--- config.mk ---
export PLATFORM = sky130hd
export DESIGN_NAME = pep_ks_cmd_dispatch_flat
export DESIGN_NICKNAME = d
export VERILOG_FILES = /design/src/rtl/pep_ks_cmd_dispatch_if.sv /design/src/rtl/pep_ks_cmd_dispatch.sv /design/src/flat_wrapper.sv
export SDC_FILE = /design/constraint.sdc
export NUM_CORES = 1
export LEC_CHECK = 0
export CORE_MARGIN = 2
export CORE_UTILIZATION = 50
export CTS_CLUSTER_SIZE = 30
export DETAILED_ROUTE_END_ITERATION = 16
export GPL_TIMING_DRIVEN = 0
export MAX_ROUTING_LAYER = met4
export PLACE_DENSITY_LB_ADDON = 0.1
export SKIP_LAST_GASP = 1
export SLEW_MARGIN = 20
export SYNTH_ARGS = -nofsm -noshare
export SYNTH_HDL_FRONTEND = slang
export SYNTH_SLANG_ARGS = --single-unit
--- constraint.sdc ---
create_clock -name clk -period 9.6 [get_ports clk]
set_input_delay 1.92 -clock clk [delete_from_list [all_inputs] [get_ports clk]]
set_output_delay 1.92 -clock clk [all_outputs]
set_load 0.03 [all_outputs]
--- src/rtl/pep_ks_cmd_dispatch_if.sv ---
// pep_ks_cmd_dispatch_if: sequencer command, enquiry and fork handshake bundle of the KS dispatcher
interface pep_ks_cmd_dispatch_if #(
  parameter int CMD_W   = 64,
  parameter int PID_W   = 5,
  parameter int CT_NB_W = 6,
  parameter int COL_NB  = 4,
  parameter int CONS_NB = 2
);
  localparam int LW = $clog2(COL_NB);
  logic [CMD_W-1:0]              seq_ks_cmd;
  logic [PID_W-1:0]              seq_ks_cmd_first_pid;
  logic [CT_NB_W-1:0]            seq_ks_cmd_ct_nb_m1;
  logic [LW-1:0]                 seq_ks_cmd_ks_loop;
  logic                          seq_ks_cmd_avail;
  logic                          ks_seq_cmd_enquiry;
  logic [CONS_NB*CMD_W-1:0]      cons_cmd;
  logic [CONS_NB-1:0]            cons_cmd_vld;
  logic [CONS_NB-1:0]            cons_cmd_rdy;
  logic [CT_NB_W+PID_W+LW-1:0]   proc_cmd;
  logic                          proc_cmd_vld;
  logic                          proc_cmd_rdy;
  modport master (
    input  seq_ks_cmd, seq_ks_cmd_first_pid, seq_ks_cmd_ct_nb_m1, seq_ks_cmd_ks_loop, seq_ks_cmd_avail,
    input  cons_cmd_rdy, proc_cmd_rdy,
    output ks_seq_cmd_enquiry, cons_cmd, cons_cmd_vld, proc_cmd, proc_cmd_vld
  );
  modport slave (
    output seq_ks_cmd, seq_ks_cmd_first_pid, seq_ks_cmd_ct_nb_m1, seq_ks_cmd_ks_loop, seq_ks_cmd_avail,
    output cons_cmd_rdy, proc_cmd_rdy,
    input  ks_seq_cmd_enquiry, cons_cmd, cons_cmd_vld, proc_cmd, proc_cmd_vld
  );
endinterface

--- src/rtl/pep_ks_cmd_dispatch.sv ---
// pep_ks_cmd_dispatch: KS command FIFO + fork, KSK slot tracking, loop counter, credit-limited enquiries (option: PEP_KS_DISPATCH_LOOP_CHECK_EN)
module pep_ks_cmd_dispatch #(
  parameter int CMD_W          = 64,
  parameter int PID_W          = 5,
  parameter int CT_NB_W        = 6,
  parameter int COL_NB         = 4,
  parameter int KSK_SLOT_NB    = 3,
  parameter int CMD_FIFO_DEPTH = 2,
  parameter int CONS_NB        = 2,
  parameter int ENQ_INIT_DLY   = 8
) (
  input  logic                               clk,
  input  logic                               s_rst_n,
  input  logic                               reset_cache,
  pep_ks_cmd_dispatch_if.master              bus,
  input  logic                               proc_almost_done,
  input  logic                               inc_ksk_wr_ptr,
  input  logic                               inc_ksk_rd_ptr,
  output logic [$clog2(KSK_SLOT_NB+1)-1:0]   ksk_cnt,
  output logic                               ksk_avail,
  output logic                               ksk_full,
  output logic [2:0]                         error
);
  localparam int LW = $clog2(COL_NB);
  localparam int PW = CMD_FIFO_DEPTH > 1 ? $clog2(CMD_FIFO_DEPTH) : 1;
  localparam int FW = $clog2(CMD_FIFO_DEPTH+1);
  localparam int KW = $clog2(KSK_SLOT_NB+1);
  localparam int TW = $clog2(ENQ_INIT_DLY+1);
  localparam int EW = CMD_W+CT_NB_W+PID_W;
  if (COL_NB < 2 || KSK_SLOT_NB < 1 || CMD_FIFO_DEPTH < 1 || CONS_NB < 1 || ENQ_INIT_DLY < 1) begin : g_bad_cfg
    $fatal(1, "pep_ks_cmd_dispatch: illegal parameter set");
  end
  logic              reset_loop;
  logic [EW-1:0]     mem [CMD_FIFO_DEPTH];
  logic [EW-1:0]     head;
  logic [PW-1:0]     wr_ptr, rd_ptr;
  logic [FW-1:0]     occ, req, req_nxt, outst;
  logic              head_vld, full, push, pop;
  logic [CONS_NB:0]  done, hs;
  logic [LW-1:0]     ks_loop;
  logic              wr_q, ksk_wr_bad, ksk_rd_bad, loop_err;
  logic [TW-1:0]     tmr;
  logic              tmr_exp, tmr_hit, enq_iss;
  int                req_sum;
  assign head     = mem[rd_ptr];
  assign head_vld = occ != '0;
  assign full     = occ == FW'(CMD_FIFO_DEPTH);
  assign hs       = {bus.proc_cmd_vld & bus.proc_cmd_rdy, bus.cons_cmd_vld & bus.cons_cmd_rdy};
  assign pop      = head_vld & (&(done | hs));
  assign push     = bus.seq_ks_cmd_avail & (~full | pop);
  assign bus.proc_cmd_vld = head_vld & ~done[CONS_NB];
  assign bus.cons_cmd_vld = {CONS_NB{head_vld}} & ~done[CONS_NB-1:0];
  assign bus.cons_cmd     = {CONS_NB{head[EW-1 -: CMD_W]}};
  assign bus.proc_cmd     = {head[CT_NB_W+PID_W-1:0], ks_loop};
  assign ksk_avail  = ksk_cnt != '0;
  assign ksk_full   = ksk_cnt == KW'(KSK_SLOT_NB);
  assign ksk_wr_bad = wr_q & ~inc_ksk_rd_ptr & ksk_full;
  assign ksk_rd_bad = inc_ksk_rd_ptr & ~wr_q & ~ksk_avail;
  assign tmr_exp = tmr == TW'(ENQ_INIT_DLY);
  assign tmr_hit = (tmr == TW'(ENQ_INIT_DLY-1)) & ~reset_loop;
  assign enq_iss = (req != '0) & tmr_exp & (int'(outst) + int'(occ) < CMD_FIFO_DEPTH);
  // pending enquiry requests, saturating at the FIFO depth
  always_comb begin
    req_sum = int'(req) + int'(tmr_hit) + int'(proc_almost_done) - int'(enq_iss);
    req_nxt = req_sum > CMD_FIFO_DEPTH ? FW'(CMD_FIFO_DEPTH) : FW'(req_sum);
  end
`ifdef PEP_KS_DISPATCH_LOOP_CHECK_EN
  logic [LW-1:0] exp_loop;
  // expected column index of the next accepted push
  always_ff @(posedge clk) begin
    if (!s_rst_n || reset_loop) exp_loop <= '0;
    else if (push) exp_loop <= exp_loop == LW'(COL_NB-1) ? '0 : exp_loop + 1'b1;
  end
  assign loop_err = push & (bus.seq_ks_cmd_ks_loop != exp_loop);
`else
  logic unused_loop;
  assign unused_loop = ^bus.seq_ks_cmd_ks_loop;
  assign loop_err = 1'b0;
`endif
  // payload storage needs no reset; valid is carried by occ
  always_ff @(posedge clk) begin
    if (push) mem[wr_ptr] <= {bus.seq_ks_cmd, bus.seq_ks_cmd_ct_nb_m1, bus.seq_ks_cmd_first_pid};
  end
  // FIFO pointers, fork completion flags, column loop counter
  always_ff @(posedge clk) begin
    if (!s_rst_n) begin
      wr_ptr  <= '0;
      rd_ptr  <= '0;
      occ     <= '0;
      done    <= '0;
      ks_loop <= '0;
    end else begin
      if (push) wr_ptr <= wr_ptr == PW'(CMD_FIFO_DEPTH-1) ? '0 : wr_ptr + 1'b1;
      if (pop) rd_ptr <= rd_ptr == PW'(CMD_FIFO_DEPTH-1) ? '0 : rd_ptr + 1'b1;
      occ     <= occ + FW'(push) - FW'(pop);
      done    <= pop ? '0 : done | hs;
      ks_loop <= (reset_loop | (hs[CONS_NB] & (ks_loop == LW'(COL_NB-1)))) ? '0 : ks_loop + LW'(hs[CONS_NB]);
    end
  end
  // KSK occupancy: write strobe lags one cycle, read strobe is immediate
  always_ff @(posedge clk) begin
    if (!s_rst_n) begin
      wr_q    <= 1'b0;
      ksk_cnt <= '0;
    end else begin
      wr_q    <= inc_ksk_wr_ptr;
      ksk_cnt <= reset_loop ? '0 : ksk_cnt + KW'(wr_q & ~inc_ksk_rd_ptr & ~ksk_full) - KW'(inc_ksk_rd_ptr & ~wr_q & ksk_avail);
    end
  end
  // enquiry timer, request/outstanding credit and registered enquiry pulse
  always_ff @(posedge clk) begin
    if (!s_rst_n) begin
      reset_loop             <= 1'b0;
      tmr                    <= '0;
      req                    <= '0;
      outst                  <= '0;
      bus.ks_seq_cmd_enquiry <= 1'b0;
    end else begin
      reset_loop             <= reset_cache;
      tmr                    <= reset_loop ? '0 : tmr + TW'(!tmr_exp);
      req                    <= req_nxt;
      outst                  <= reset_loop ? '0 : (enq_iss & ~bus.seq_ks_cmd_avail) ? outst + 1'b1 :
                                (~enq_iss & bus.seq_ks_cmd_avail & (outst != '0)) ? outst - 1'b1 : outst;
      bus.ks_seq_cmd_enquiry <= enq_iss;
    end
  end
  // sticky error flags, cleared only by s_rst_n
  always_ff @(posedge clk) begin
    if (!s_rst_n) error <= '0;
    else error <= error | {loop_err, ksk_wr_bad | ksk_rd_bad, bus.seq_ks_cmd_avail & ~push};
  end
endmodule

--- src/flat_wrapper.sv ---
// flat-port wrapper written by rule: the top's interface ports become plain ports
module pep_ks_cmd_dispatch_flat 
#(
  parameter int CMD_W          = 64,
  parameter int PID_W          = 5,
  parameter int CT_NB_W        = 6,
  parameter int COL_NB         = 4,
  parameter int KSK_SLOT_NB    = 3,
  parameter int CMD_FIFO_DEPTH = 2,
  parameter int CONS_NB        = 2,
  parameter int ENQ_INIT_DLY   = 8
)
  (clk, s_rst_n, reset_cache, proc_almost_done, inc_ksk_wr_ptr, inc_ksk_rd_ptr, ksk_cnt, ksk_avail, ksk_full, error, bus_seq_ks_cmd, bus_seq_ks_cmd_first_pid, bus_seq_ks_cmd_ct_nb_m1, bus_seq_ks_cmd_ks_loop, bus_seq_ks_cmd_avail, bus_cons_cmd_rdy, bus_proc_cmd_rdy, bus_ks_seq_cmd_enquiry, bus_cons_cmd, bus_cons_cmd_vld, bus_proc_cmd, bus_proc_cmd_vld);
  pep_ks_cmd_dispatch_if #(.CMD_W(CMD_W), .PID_W(PID_W), .CT_NB_W(CT_NB_W), .COL_NB(COL_NB), .CONS_NB(CONS_NB)) bus_i ();
  input  logic clk;
  input  logic s_rst_n;
  input  logic reset_cache;
  input  logic proc_almost_done;
  input  logic inc_ksk_wr_ptr;
  input  logic inc_ksk_rd_ptr;
  output logic [$clog2(KSK_SLOT_NB+1)-1:0] ksk_cnt;
  output logic ksk_avail;
  output logic ksk_full;
  output logic [2:0] error;
  input wire logic [$bits(bus_i.seq_ks_cmd)-1:0] bus_seq_ks_cmd;
  input wire logic [$bits(bus_i.seq_ks_cmd_first_pid)-1:0] bus_seq_ks_cmd_first_pid;
  input wire logic [$bits(bus_i.seq_ks_cmd_ct_nb_m1)-1:0] bus_seq_ks_cmd_ct_nb_m1;
  input wire logic [$bits(bus_i.seq_ks_cmd_ks_loop)-1:0] bus_seq_ks_cmd_ks_loop;
  input wire logic [$bits(bus_i.seq_ks_cmd_avail)-1:0] bus_seq_ks_cmd_avail;
  input wire logic [$bits(bus_i.cons_cmd_rdy)-1:0] bus_cons_cmd_rdy;
  input wire logic [$bits(bus_i.proc_cmd_rdy)-1:0] bus_proc_cmd_rdy;
  output wire logic [$bits(bus_i.ks_seq_cmd_enquiry)-1:0] bus_ks_seq_cmd_enquiry;
  output wire logic [$bits(bus_i.cons_cmd)-1:0] bus_cons_cmd;
  output wire logic [$bits(bus_i.cons_cmd_vld)-1:0] bus_cons_cmd_vld;
  output wire logic [$bits(bus_i.proc_cmd)-1:0] bus_proc_cmd;
  output wire logic [$bits(bus_i.proc_cmd_vld)-1:0] bus_proc_cmd_vld;
  assign bus_i.seq_ks_cmd = bus_seq_ks_cmd;
  assign bus_i.seq_ks_cmd_first_pid = bus_seq_ks_cmd_first_pid;
  assign bus_i.seq_ks_cmd_ct_nb_m1 = bus_seq_ks_cmd_ct_nb_m1;
  assign bus_i.seq_ks_cmd_ks_loop = bus_seq_ks_cmd_ks_loop;
  assign bus_i.seq_ks_cmd_avail = bus_seq_ks_cmd_avail;
  assign bus_i.cons_cmd_rdy = bus_cons_cmd_rdy;
  assign bus_i.proc_cmd_rdy = bus_proc_cmd_rdy;
  assign bus_ks_seq_cmd_enquiry = bus_i.ks_seq_cmd_enquiry;
  assign bus_cons_cmd = bus_i.cons_cmd;
  assign bus_cons_cmd_vld = bus_i.cons_cmd_vld;
  assign bus_proc_cmd = bus_i.proc_cmd;
  assign bus_proc_cmd_vld = bus_i.proc_cmd_vld;
  pep_ks_cmd_dispatch #(.CMD_W(CMD_W), .PID_W(PID_W), .CT_NB_W(CT_NB_W), .COL_NB(COL_NB), .KSK_SLOT_NB(KSK_SLOT_NB), .CMD_FIFO_DEPTH(CMD_FIFO_DEPTH), .CONS_NB(CONS_NB), .ENQ_INIT_DLY(ENQ_INIT_DLY)) u_core (.clk(clk), .s_rst_n(s_rst_n), .reset_cache(reset_cache), .bus(bus_i), .proc_almost_done(proc_almost_done), .inc_ksk_wr_ptr(inc_ksk_wr_ptr), .inc_ksk_rd_ptr(inc_ksk_rd_ptr), .ksk_cnt(ksk_cnt), .ksk_avail(ksk_avail), .ksk_full(ksk_full), .error(error));
endmodule
==> After elaboration in Yosys (flattened, before gate mapping) <==
Memories as Yosys holds them, arrays and structs flattened. A register that Yosys moved wholly into a read port is not among the register bits.
Cells that the tools add are included.
{ "word_totals": {"mem_bits_rw": 150, "mem_count": 1, "output_inout_bits": 152, "elab_cells": 97, "register_bits": 25} }
{ "mem_list": {"columns": ["memory", "words", "word_bits", "read_ports", "rd_ports_with_merged_regs", "write_ports", "line_no", "text"], "rows": [
  ["u_core.mem", 2, 75, 1, 1, 1, "pep_ks_cmd_dispatch.sv:34", "logic [EW-1:0] mem [CMD_FIFO_DEPTH];"]
]} }
{ "classes": {"n_mux": 9, "add_sub_neg": 14, "n_eq_ne": 5, "order_cmp": 2, "n_bitwise": 41, "n_reduce_logical": 11} }
{ "ops": {"columns": ["operator", "n"], "rows": [
  ["$add 32x2->32", 1],
  ["$gt 32x3->1 const B", 1],
  ["$lt 32x3->1 const B", 1],
  ["$sub 32x2->32", 1],
  ["$and 1x1->1", 16],
  ["$not 1->1", 10],
  ["$reduce_bool 2->1", 5],
  ["$reduce_or 2->1", 4],
  ["$and 2x2->2", 3],
  ["$eq 2x2->1 const B", 3],
  ["$mux 1", 6],
  ["$mux 2", 3],
  ["$not 1->2", 3],
  ["$add 2x1->2", 2],
  ["$add 4x1->4", 1],
  ["$and 1x2->2", 2],
  ["$eq 4x3->1 const B", 1],
  ["$eq 4x4->1 const B", 1],
  ["$add 2x1->3", 1],
  ["$add 2x2->3", 1],
  ["$or 1x1->1", 3],
  ["$or 3x2->3", 1],
  ["$or 3x3->3", 1],
  ["$reduce_and 3->1", 1],
  ["other kinds (9)", 10]
]} }

==> Longest topological paths before layout <==
Gate-level depths: netlist (run 1).
{ "depth": {"depth_word": 11, "mapped_depth": 14, "depth_no_buf": 14} }

==> Worst setup path after synthesis (run 1) <==
No wires, ideal clock.
{ "synth_timing": {"path_type": "input to register", "start": "in bus_cons_cmd_rdy[0]", "end": "mem u_core.mem[0][0] (netlist bit), enable pin", "n_path_buf": 0, "stages": 3, "setup_slack_ps": 3712, "arrival_time_ps": 5378, "path_cell_list": "o22a_1 -> o211ai_1 -> nor2_1"} }
{ "synth_via": {"elab_chain_len": 8} }
{ "synth_rtl": {"columns": ["element", "line_no", "text"], "rows": [
  ["start, declared", "flat_wrapper.sv:30", "input wire logic [$bits(bus_i.cons_cmd_rdy)-1:0] bus_cons_cmd_rdy;"],
  ["$and 2x2->2", "pep_ks_cmd_dispatch.sv:48", "assign hs = {bus.proc_cmd_vld & bus.proc_cmd_rdy, bus.cons_cmd_vld & bus.cons_cmd_rdy};"],
  ["$or 3x3->3", "pep_ks_cmd_dispatch.sv:49", "assign pop = head_vld & (&(done | hs));"],
  ["$reduce_and 3->1", "pep_ks_cmd_dispatch.sv:49", null],
  ["$and 1x1->1", "pep_ks_cmd_dispatch.sv:49", null],
  ["$or 1x1->1", "pep_ks_cmd_dispatch.sv:50", "assign push = bus.seq_ks_cmd_avail & (~full | pop);"],
  ["$and 1x1->1", "pep_ks_cmd_dispatch.sv:50", null],
  ["$mux 1", "pep_ks_cmd_dispatch.sv:82", "if (push) mem[wr_ptr] <= {bus.seq_ks_cmd, bus.seq_ks_cmd_ct_nb_m1, bus.seq_ks_cmd_first_pid};"],
  ["$mux 1 (not written as such)", "pep_ks_cmd_dispatch.sv:82", null],
  ["end, declared", "pep_ks_cmd_dispatch.sv:34", null]
]} }
No other way between the ends.

==> qor.csv, run 1 <==
stage,metric,value,unit
floorplanning,die_x,124.6,um
placed_design,io_buffer_count,235,
logic_synthesis,synth_area,7273,um^2
global_route,overflow,0,
finish,fill_cells,925,
cts,hold_buffers,0,
finish,diodes,0,
pwr,power.total,2.807,mW
pwr,combPwrFrac,42.7,%
finish,syn_to_final_growth,44.16,%
critical_path,critPathKind,reg -> out,
cts,max-clock-path-buffers,2,
cts,cts_resized,0,
logic_synthesis,ys_top_cells_by_area,"edfxtp_1 (62%), mux2_2 (12%), dfxtp_1 (6.9%)",
hold_path,min_path_type,reg -> reg,
floorplanning,dieArea,15530,um^2
critical_path,cp.depth,5,
cts,root_buffer,clkbuf_16,
timing,slew_viol_final,0,
timing,finalSetupTns,0,ns
logic_synthesis,synth_edf_count,150,
timing,setup_viol,0,
logic_synthesis,synth_warnings,0,
logic_synthesis,synthFlopType,edfxtp_1,
finish,multi_input_area,1678,um^2
pwr,p_sw,0.9459,mW
cts,cts_max_level,4,
critical_path,path_buf_inv,4,
cts,clk_pin_slew_worst_paths,0.06,ns
critical_path,reg2reg_depth,12,
critical_path,worstReg2RegEnd,u_core.req[1]$_SDFF_PN0_,
global_route,antenna_found_initial,0,
routing,drtAntennaViolNets,0,
finish,layout-drive-gt1-share,24.93,%
critical_path,crit_required,7.68,ns
critical_path,crit_end,bus_cons_cmd[107],
timing,tightest_slew,0.7065,ns
critical_path,path_cells,"clkbuf_1, clkbuf_1, mux2_2, buf_4, clkdlybuf4s50_1",
floorplanning,die_y,124.6,um
logic_synthesis,ys_seq_area_share,68.81,%
critical_path,arrival,2.94,ns
routing,wire_per_inst,16.29,um
timing,post-route-period-util,50.61,%
floorplanning,num_io_pins,239,
global_route,first_global_vias,4625,
timing,relSlewSlack,52.79,%
placed_design,dpl.hpwl,10760,um
finish,seqCellArea,5005,um^2
cts,clock-sinks,175,
timing,fin_hold_ws,0.4845,ns
timing,layout_min_cycle_time,4.858,ns
timing,rsz0062_at_grt,no,
floorplanning,start_util,50.62,%
critical_path,rrSetupSlack,6.21,ns
timing,timing_hold_violations_final,0,
pwr,power.share.clock,21.6,%
floorplanning,coreArea,14370,um^2
global_route,grt_pass1_wl,23270,um
finish,final_cells,906,
pwr,switching_share,33.69,%
routing,vias,4429,
pwr,cellLeakagePower,3.863,nW
placed_design,finalWeightedCongestion,0.7789,
logic_synthesis,synth_nets,556,
global_route,track_usage,19.92,%
logic_synthesis,synth_cells,451,
routing,firstDrtPassIters,7,
critical_path,worstSetupEndpointType,primary output,
cts,cts-buffers-inserted,17,
routing,drcViolationCount,0,
logic_synthesis,synth-seq-cells,175,
routing,via_per_inst,4.889,
outcome,status,finished clean,
critical_path,start_kind,flip-flop,
pwr,powerDensity,267.8,nW/um^2
cts,cts_tree,built,
routing,dr.first_iter.drc_count,251,
critical_path,cp_slowest_stage_delay,0.58,ns
pwr,p_int,1.861,mW
timing,fin_skew,0.004216,ns
pwr,worst_ir_drop_vdd,0.0002036,V
routing,drt_wl_total,14760,um
cts,cts_setup_buffers,0,
logic_synthesis,synth_top_cell_by_area,edfxtp_1,
logic_synthesis,async_flop_share,0,%
critical_path,critical-path-slowest-cell,clkdlybuf4s50_1,
critical_path,cp_max_fo,10,
cts,clock_latency,0.42,ns
critical_path,reg2reg_from,u_core.occ[0]$_SDFF_PN0_,
run,drv_cap,0,
placed_design,dpl.cell_count,874,
critical_path,path_delay_family,buffers and inverters,
timing,max_clock_freq,0.2058,GHz
logic_synthesis,synth_cell_type_count,41,
global_route,grt_max_degree,51,
critical_path,crit_top_cell,clkbuf_1,
logic_synthesis,synth_area_per_cell,16.13,um^2
finish,nets,814,
pwr,sequentialPowerShare,35.7,%
floorplanning,num_rows,44,
logic_synthesis,synth_top_area_share,61.93,%
## layout by cell type (no fill, tap or decap), drive strengths merged, types with 2 or more instances in the layout
cell type and n:
and2 14, dfxtp 25, or2 3, clkbuf 32, clkdlybuf4s50 235, nand2b 4, xnor2 6, nor3b 2
buf 70, clkinv 6, mux2 75, nand2 5, nand3b 2, fa 2, xor2 2, inv 18
a21oi 6, nor2b 2, a211oi 2, edfxtp 150, o21a 4, or4b 2, and3 2, ha 16
o211ai 3, nor3 2, clkinvlp 2, nor4 2, nor2 17
## worst min-delay path by stage
| stage | from | endpoint | slack [ns] | cells past startpoint |
|---|---|---|---|---|
| 6_report | u_core.ks_loop[1]$_SDFF_PP0_ | u_core.ks_loop[0]$_SDFF_PP0_ | 0.48 | 1 |
| 5_1_grt | u_core.error[1]$_SDFF_PN0_ | u_core.error[1]$_SDFF_PN0_ | 0.52 | 1 |
| 4_1_cts | u_core.ks_loop[1]$_SDFF_PP0_ | u_core.ks_loop[0]$_SDFF_PP0_ | 0.49 | 1 |
| 3_5_place_dp | u_core.ks_loop[1]$_SDFF_PP0_ | u_core.ks_loop[0]$_SDFF_PP0_ | 0.46 | 1 |
| 3_3_place_gp | u_core.error[0]$_SDFF_PN0_ | u_core.error[0]$_SDFF_PN0_ | 0.45 | 1 |
| 2_1_floorplan | u_core.done[0]$_SDFF_PP0_ | u_core.done[0]$_SDFF_PP0_ | 0.46 | 2 |
## power by group through the flow
stage | registers (mW) | clock network, mW | logic (mW)
after global placement | 1.03 | 0 | 1.16
final | 1.00 | 0.606 | 1.20
after global routing | 1.01 | 0.655 | 1.27
after floorplan | 1.02 | 0 | 0.730
after detailed placement | 1.02 | 0 | 1.21
after CTS | 1.00 | 0.620 | 1.21
## synth_stat cells, types with 2 or more instances
cell type    n
buf_4       65
mux2_2      75
nor4_2       2
o21a_1       4
or2_2        3
o211ai_1     3
nand2_1      5
and2_1      13
a21oi_1      6
nand2b_1     4
edfxtp_1   150
clkbuf_1     9
xor2_1       2
inv_1       18
nor3b_1      2
nor2b_1      2
nor2_1      17
nand3b_1     2
fa_1         2
xnor2_1      6
ha_1        16
and3_1       2
dfxtp_1     25
## routing by layer
| layer | part of all wire, % | GRT usage, % | vias to the layer above |
|---|---|---|---|
| met5 | 0 | - | - |
| met4 | 1.8 | 7.667 | 0 |
| met3 | 6.3 | 5.498 | 22 |
| met2 | 51 | 32.63 | 177 |
| met1 | 41 | 23.58 | 2137 |
| li1 | - | - | 2093 |
## flip-flops by register name, summed over array words and instances (netlist names), 2 cells and up, named ones only
| register | count |
|---|---|
| u_core.tmr | 4 |
| u_core.ks_loop | 2 |
| u_core.ksk_cnt | 2 |
| u_core.outst | 2 |
| u_core.occ | 2 |
| u_core.mem | 150 |
| u_core.req | 2 |
| u_core.error | 2 |
| u_core.done | 3 |
## logic make-up (layout without fill, tap and decap cells)
group,after synthesis,after routing,synth area share [%]
AOI/OAI and AO/OA,22,22,2.116
and+or+nand+nor,59,59,4.885
adders and majority gates,18,18,3.303
xor gates and xnor gates,8,8,0.9634
other,1,1,0.05156
muxes,75,75,11.61
DFF,175,175,68.81
buffers and inverters,93,364,8.257
## final cells by class
| class | instances | share of cell area [%] |
|---|---|---|
| tap | 184 | 2.196 |
| clock buffer | 23 | 4.272 |
| buffer | 75 | 5.084 |
| clock inverter | 9 | 0.6563 |
| timing repair buffer | 239 | 23.41 |
| multi-input combinational | 183 | 16.00 |
| sequential | 175 | 47.73 |
| inverter | 18 | 0.6444 |
## per-stage QoR
stage / setup WS [ns] / utilization (%) / area (um^2)
2_1_floorplan: 3.712 / - / 7273
6_report: 4.742 / 72.97 / 10490
3_5_place_dp: 5.132 / 69.37 / 9968
3_3_place_gp: 1.250 / 68.59 / 9856
4_1_cts: 4.659 / 72.97 / 10490
5_1_grt: 4.557 / 72.97 / 10490
No activity file was read; power rests on OpenSTA's default activity.
==> inputs of run 2 (changes only) <==
- CORE_UTILIZATION: 50 -> 42
- clock period: 9.6 -> 3.95 ns (I/O delays scaled with it)
==> qor.csv, run 2 (synthesis gave the netlist of run 1 again) <==
stage,metric,value,unit,change
global_route,antenna_found_initial,0,,unchanged
cts,cts_max_level,4,,unchanged
critical_path,reg2reg_from,u_core.outst[0]$_SDFFE_PP0P_,,
routing,drt_wl_total,14890,um,+0.85%
placed_design,finalWeightedCongestion,0.7549,,-3.1%
routing,firstDrtPassIters,4,,-3
outcome,status,finished clean,,
routing,vias,4392,,-0.84%
timing,post-route-period-util,94.11,%,
finish,seqCellArea,5005,um^2,unchanged
global_route,grt_max_degree,44,,-14%
critical_path,cp_slowest_stage_delay,0.60,ns,+0.02 ns
timing,relSlewSlack,61.21,%,+8.4 points
placed_design,io_buffer_count,235,,unchanged
pwr,cellLeakagePower,3.895,nW,+0.83%
floorplanning,dieArea,18390,um^2,+18%
timing,tightest_slew,0.5819,ns,-0.1246 ns
pwr,powerDensity,655.6,nW/um^2,+140%
finish,final_cell_mix,"clkdlybuf4s50_1 (235), edfxtp_1 (150), mux2_2 (75)",,
critical_path,cp.depth,5,,unchanged
timing,max_clock_freq,0.2690,GHz,
finish,diodes,0,,unchanged
cts,clk_pin_slew_worst_paths,0.07,ns,about the same
routing,dr.first_iter.drc_count,205,,-18%
finish,layout-drive-gt1-share,26.18,%,+1.2 points
timing,timing_hold_violations_final,0,,unchanged
routing,drcViolationCount,0,,unchanged
cts,cts-buffers-inserted,17,,unchanged
timing,finalSetupTns,0,ns,unchanged
critical_path,worstSetupEndpointType,primary output,,
finish,regMostFlops,u_core.mem,,
finish,fill_cells,1323,,+43%
critical_path,path_cells,"clkbuf_1, clkbuf_1, mux2_2, buf_4, clkdlybuf4s50_1",,
floorplanning,start_util,42.49,%,-8.1 points
global_route,first_global_vias,4355,,-5.8%
timing,rsz0062_at_grt,no,,
finish,final_common_cell,clkdlybuf4s50_1,,
timing,slew_viol_final,0,,unchanged
pwr,worst_ir_drop_vdd,0.0005859,V,+190%
cts,max-clock-path-buffers,2,,unchanged
run,drv_cap,0,,unchanged
cts,hold_buffers,0,,unchanged
routing,wire_per_inst,15.72,um,-3.5%
critical_path,critical-path-slowest-cell,clkdlybuf4s50_1,,
finish,largest_reg_flops,150,,unchanged
critical_path,critPathKind,reg -> out,,
floorplanning,die_y,135.6,um,+8.8%
critical_path,cp_max_fo,10,,unchanged
critical_path,path_buf_inv,4,,unchanged
critical_path,crit_top_cell,clkbuf_1,,
critical_path,arrival,2.93,ns,about the same
routing,drtAntennaViolNets,0,,unchanged
critical_path,crit_required,3.16,ns,-4.52 ns
global_route,overflow,0,,unchanged
timing,setup_viol,0,,unchanged
critical_path,start_kind,flip-flop,,
critical_path,rrSetupSlack,0.62,ns,-5.59 ns
timing,layout_min_cycle_time,3.717,ns,
cts,cts_tree,built,,
floorplanning,num_io_pins,239,,unchanged
global_route,track_usage,16.84,%,-3.1 points
finish,nets,814,,unchanged
critical_path,reg2reg_depth,12,,unchanged
finish,syn_to_final_growth,45.66,%,
global_route,grt_pass1_wl,22740,um,-2.3%
routing,via_per_inst,4.638,,-5.1%
placed_design,dpl.hpwl,10780,um,+0.18%
timing,fin_hold_ws,0.4773,ns,-0.007270 ns
finish,multi_input_area,1678,um^2,unchanged
cts,root_buffer,clkbuf_16,,
timing,fin_skew,0.007716,ns,+0.003500 ns
critical_path,worstReg2RegEnd,u_core.req[1]$_SDFF_PN0_,,
finish,largestRegisters,"u_core.mem: 150 flops, u_core.tmr: 4 flops, u_core.done: 3 flops",,
cts,clock_latency,0.42,ns,about the same
critical_path,crit_end,bus_cons_cmd[123],,
hold_path,min_path_type,reg -> reg,,
floorplanning,num_rows,48,,+9.1%
floorplanning,die_x,135.6,um,+8.8%
cts,clock-sinks,175,,unchanged
floorplanning,coreArea,17120,um^2,+19%
critical_path,path_delay_family,buffers and inverters,,
[run 2: cell count changes in the layout (fill, tap and decap cells not counted), moves of 3 or more]
cell / previous run / this run
clkbuf_1: 15 / 9
clkinv_4: 0 / 4
inv_8: 0 / 4
clkinv_1: 3 / 0
clkinv_2: 3 / 0
inv_6: 0 / 3
[run 2: what timing repair did]
item / 4_1_cts / 5_1_grt
setup buffers: 0 / 0
gates resized for setup: 0 / 2
endpoints found under the setup margin: 0 / 1
[run 2: how the worst min path moves through the flow]
stage	start	endpoint	slack, ns	cells after the start
5_1_grt	u_core.error[1]$_SDFF_PN0_	u_core.error[1]$_SDFF_PN0_	0.51	1
6_report	u_core.error[0]$_SDFF_PN0_	u_core.error[0]$_SDFF_PN0_	0.48	1
4_1_cts	u_core.error[0]$_SDFF_PN0_	u_core.error[0]$_SDFF_PN0_	0.48	1
3_3_place_gp	u_core.error[0]$_SDFF_PN0_	u_core.error[0]$_SDFF_PN0_	0.46	1
3_5_place_dp	u_core.error[0]$_SDFF_PN0_	u_core.error[0]$_SDFF_PN0_	0.46	1
2_1_floorplan	u_core.done[0]$_SDFF_PP0_	u_core.done[0]$_SDFF_PP0_	0.46	2
[run 2: area by class of cell]
type | instances | share of cell area [%]
clock inverters | 14 | 1.429
repair buffers | 239 | 23.10
well taps | 225 | 2.657
plain buffers | 75 | 5.043
multi-input cells | 183 | 15.84
clock buffers | 18 | 4.051
flip-flops and latches | 175 | 47.24
inverters | 18 | 0.6378
[run 2: power by group]
part           total, mW  switching [mW]  internal [mW]  leakage [nW]
clock network       1.63           0.736          0.895         0.279
logic               2.89            1.57           1.32          2.01
registers           2.43          0.0874           2.34          1.61
[run 2: per-stage QoR]
step	util, %	setup WS (ns)	power [mW]	std cells	cell area, um^2
after floorplan	-	0.4560	4.250	451	7276
after global routing	61.89	0.009075	7.251	947	10590
after detailed placement	58.49	0.5995	5.381	915	10010
after global placement	57.89	-1.320	5.295	911	9910
final	61.89	0.2328	6.946	947	10590
after CTS	61.89	0.09904	7.022	947	10590
[run 2: per-layer routing]
metal	track usage (%)	share of wire (%)	vias up	wire length [um]
met5	-	0	-	0
met4	5.556	1.3	0	193
met3	4.003	6.0	17	897
met2	29.46	53	138	7891
met1	19.01	40	2135	5905
li1	-	-	2102	-
==> inputs of run 3 (changes only) <==
- ABC_AREA: default -> 1
==> qor.csv, run 3 <==
stage,metric,value,unit,change
routing,via_per_inst,4.565,,-1.6%
cts,hold_buffers,0,,unchanged
pwr,combPwrFrac,23.4,%,-18 points
timing,relSlewSlack,64.56,%,+3.4 points
cts,cts-buffers-inserted,17,,unchanged
floorplanning,coreArea,17120,um^2,unchanged
finish,regMostFlops,u_core.mem,,
timing,layout_min_cycle_time,3.251,ns,-0.4665 ns
critical_path,path_delay_family,buffers and inverters,,
routing,firstDrtPassIters,4,,unchanged
critical_path,crit_top_cell,buf_2,,
global_route,overflow,0,,unchanged
floorplanning,die_y,135.7,um,about the same
finish,diodes,0,,unchanged
routing,drtAntennaViolNets,0,,unchanged
global_route,antenna_found_initial,0,,unchanged
critical_path,cp_max_fo,10,,unchanged
timing,tightest_slew,0.5316,ns,-0.05031 ns
critical_path,start_kind,flip-flop,,
logic_synthesis,synth_top_cell_by_area,edfxtp_1,,
logic_synthesis,synth_nets,585,,+5.2%
pwr,power.share.clock,32.0,%,+8.5 points
logic_synthesis,async_flop_share,0,%,unchanged
pwr,p_int,3.572,mW,-22%
placed_design,io_buffer_count,234,,-0.43%
pwr,p_sw,1.371,mW,-43%
finish,layout-drive-gt1-share,26.00,%,-0.18 points
logic_synthesis,synth.most_common_cell,edfxtp_1,,
critical_path,critical-path-slowest-cell,clkdlybuf4s50_1,,
logic_synthesis,synth_warnings,0,,unchanged
placed_design,finalWeightedCongestion,0.7316,,-3.1%
timing,post-route-period-util,82.30,%,-12 points
global_route,grt_max_degree,40,,-9.1%
critical_path,cp_slowest_stage_delay,0.59,ns,about the same
logic_synthesis,ys_top_cells_by_area,"edfxtp_1 (62%), mux2_2 (12%), dfxtp_1 (6.9%)",,
logic_synthesis,synthFlopType,edfxtp_1,,
pwr,powerDensity,467.9,nW/um^2,-29%
pwr,sequentialPowerShare,44.7,%,+9.8 points
critical_path,arrival,2.46,ns,-0.47 ns
logic_synthesis,synth_top_area_share,61.86,%,-0.074 points
cts,cts_resized,0,,unchanged
logic_synthesis,ys_seq_area_share,68.73,%,-0.083 points
floorplanning,num_rows,48,,unchanged
floorplanning,dieArea,18410,um^2,+0.12%
timing,max_clock_freq,0.3076,GHz,+14%
routing,wire_per_inst,15.32,um,-2.6%
cts,cts_tree,built,,
pwr,worst_ir_drop_vdd,0.0002952,V,-50%
cts,cts_setup_buffers,0,,unchanged
timing,setup_viol,0,,unchanged
timing,rsz0062_at_grt,no,,
cts,max-clock-path-buffers,2,,unchanged
finish,syn_to_final_growth,45.07,%,
logic_synthesis,synth-seq-cells,175,,unchanged
pwr,cellLeakagePower,3.975,nW,+2.0%
critical_path,critPathKind,reg -> out,,
floorplanning,num_io_pins,239,,unchanged
floorplanning,die_x,135.7,um,about the same
global_route,track_usage,16.53,%,-0.31 points
cts,clk_pin_slew_worst_paths,0.07,ns,about the same
routing,dr.first_iter.drc_count,242,,+18%
timing,slew_viol_final,0,,unchanged
routing,vias,4451,,+1.3%
routing,drt_wl_total,14930,um,+0.31%
logic_synthesis,synth_edf_count,150,,unchanged
finish,largestRegisters,"u_core.mem: 150 flops, u_core.tmr: 4 flops, u_core.done: 3 flops",,
cts,cts_max_level,4,,unchanged
timing,fin_hold_ws,0.4698,ns,-0.007435 ns
routing,drcViolationCount,0,,unchanged
finish,final_cell_mix,"clkdlybuf4s50_1 (234), edfxtp_1 (150), mux2_2 (75)",,
finish,final_common_cell,clkdlybuf4s50_1,,
logic_synthesis,synth_area_per_cell,15.17,um^2,-5.9%
cts,clock_latency,0.42,ns,about the same
critical_path,path_cells,"buf_2, buf_2, mux2_2, buf_4, clkdlybuf4s50_1",,
critical_path,crit_required,3.16,ns,about the same
cts,clock-sinks,175,,unchanged
critical_path,worstSetupEndpointType,primary output,,
logic_synthesis,synth_area,7282,um^2,+0.12%
logic_synthesis,synth_cell_type_count,29,,-29%
finish,nets,842,,+3.4%
global_route,grt_pass1_wl,22180,um,-2.5%
logic_synthesis,synth.top_cells.by_count,"edfxtp_1 (150), mux2_2 (75), buf_4 (65), inv_1 (41), nor2_1 (29)",,
critical_path,path_buf_inv,4,,unchanged
placed_design,dpl.hpwl,10880,um,+0.86%
logic_synthesis,synth_cells,480,,+6.4%
run,drv_cap,0,,unchanged
outcome,status,finished clean,,
hold_path,min_path_type,reg -> reg,,
pwr,switching_share,27.73,%,-6.7 points
global_route,first_global_vias,4333,,-0.51%
finish,fin_util,61.72,%,-0.18 points
critical_path,rrSetupSlack,0.93,ns,+0.31 ns
timing,fin_skew,0.008568,ns,+0.0008526 ns
timing,timing_hold_violations_final,0,,unchanged
cts,root_buffer,clkbuf_16,,
finish,largest_reg_flops,150,,unchanged
floorplanning,start_util,42.54,%,+0.051 points
[run 3: cell count changes in the layout (fill, tap and decap cells not counted), sizes merged, moves of 4 or more]
| cell | before | now |
|---|---|---|
| o21ai | 1 | 7 |
| nor2 | 17 | 32 |
| nand2 | 5 | 22 |
| buf | 70 | 78 |
| o21a | 4 | 0 |
| inv | 25 | 47 |
| clkbuf | 27 | 17 |
| nand3 | 1 | 8 |
| and2 | 14 | 1 |
| a21oi | 6 | 12 |
| nand2b | 4 | 0 |
[run 3: cell families (layout without fill, tap and decap cells)]
group / Yosys count / after routing / share of synthesized area [%]
AOI/OAI and AO/OA: 21 / 21 / 1.718
muxes: 75 / 75 / 11.60
adders and majority gates: 18 / 18 / 3.299
buffers and inverters: 115 / 385 / 9.519
xor gates and xnor gates: 5 / 5 / 0.6015
DFF: 175 / 175 / 68.73
and+or+nand+nor: 70 / 70 / 4.485
other: 1 / 1 / 0.05150
[run 3: final timing paths]
path | startpoint | end | depth (start not counted)
worst max-delay path | flip-flop | bus_cons_cmd[85] | 5
worst min-delay path | u_core.error[0]$_SDFF_PN0_ | u_core.error[0]$_SDFF_PN0_ | 2
worst max register to register | u_core.occ[0]$_SDFF_PN0_ | u_core.req[1]$_SDFF_PN0_ | 15
worst min register to register | u_core.error[0]$_SDFF_PN0_ | u_core.error[0]$_SDFF_PN0_ | 2
[run 3: per-stage QoR]
stage | setup WS, ns | area (um^2) | std cells | power, mW | setup TNS (ns)
floorplan | 0.2976 | 7284 | 480 | 2.934 | 0
finish | 0.6993 | 10560 | 975 | 4.943 | 0
global placement | -1.445 | 9908 | 939 | 3.368 | -157.20
global route | 0.5521 | 10560 | 975 | 5.140 | 0
detailed placement | 0.9556 | 10000 | 943 | 3.412 | 0
CTS | 0.6324 | 10560 | 975 | 5.001 | 0
[run 3: worst reg2reg max path, cell delays in order, from the launching register on]
cell     delay (ns)
dfxtp_1        0.46
nand2_1        0.09
inv_1          0.07
fa_1           0.41
nor2_1         0.17
nand2_1        0.08
nor2_2         0.17
ha_1           0.14
inv_1          0.04
ha_1           0.21
fa_1           0.38
ha_1           0.28
inv_1          0.05
nand4_1        0.13
a21oi_1        0.15
nor2_1         0.05
[run 3: area by class of cell]
type | instances | area (um^2)
buffer | 74 | 539.3
fill | 1351 | 6553
inverter | 41 | 156.4
multi-input combinational | 190 | 1592
timing repair buffer | 238 | 2430
sequential | 175 | 5005
clock inverter | 15 | 135.1
clock buffer | 17 | 425.4
tap | 225 | 281.5
[run 3: power groups by stage]
stage	logic [mW]	clock network (mW)	registers (mW)
CTS	1.17	1.62	2.21
floorplan	0.682	0	2.25
global placement	1.11	0	2.25
detailed placement	1.16	0	2.25
global route	1.23	1.69	2.22
finish	1.15	1.58	2.21
[run 3: metal layers]
layer | GRT usage, % | vias up | share of wire, %
met5 | - | - | 0
met4 | 5.729 | 0 | 1.1
met3 | 3.704 | 12 | 5.9
met2 | 28.31 | 128 | 53
met1 | 19.24 | 2167 | 40
li1 | - | 2144 | -
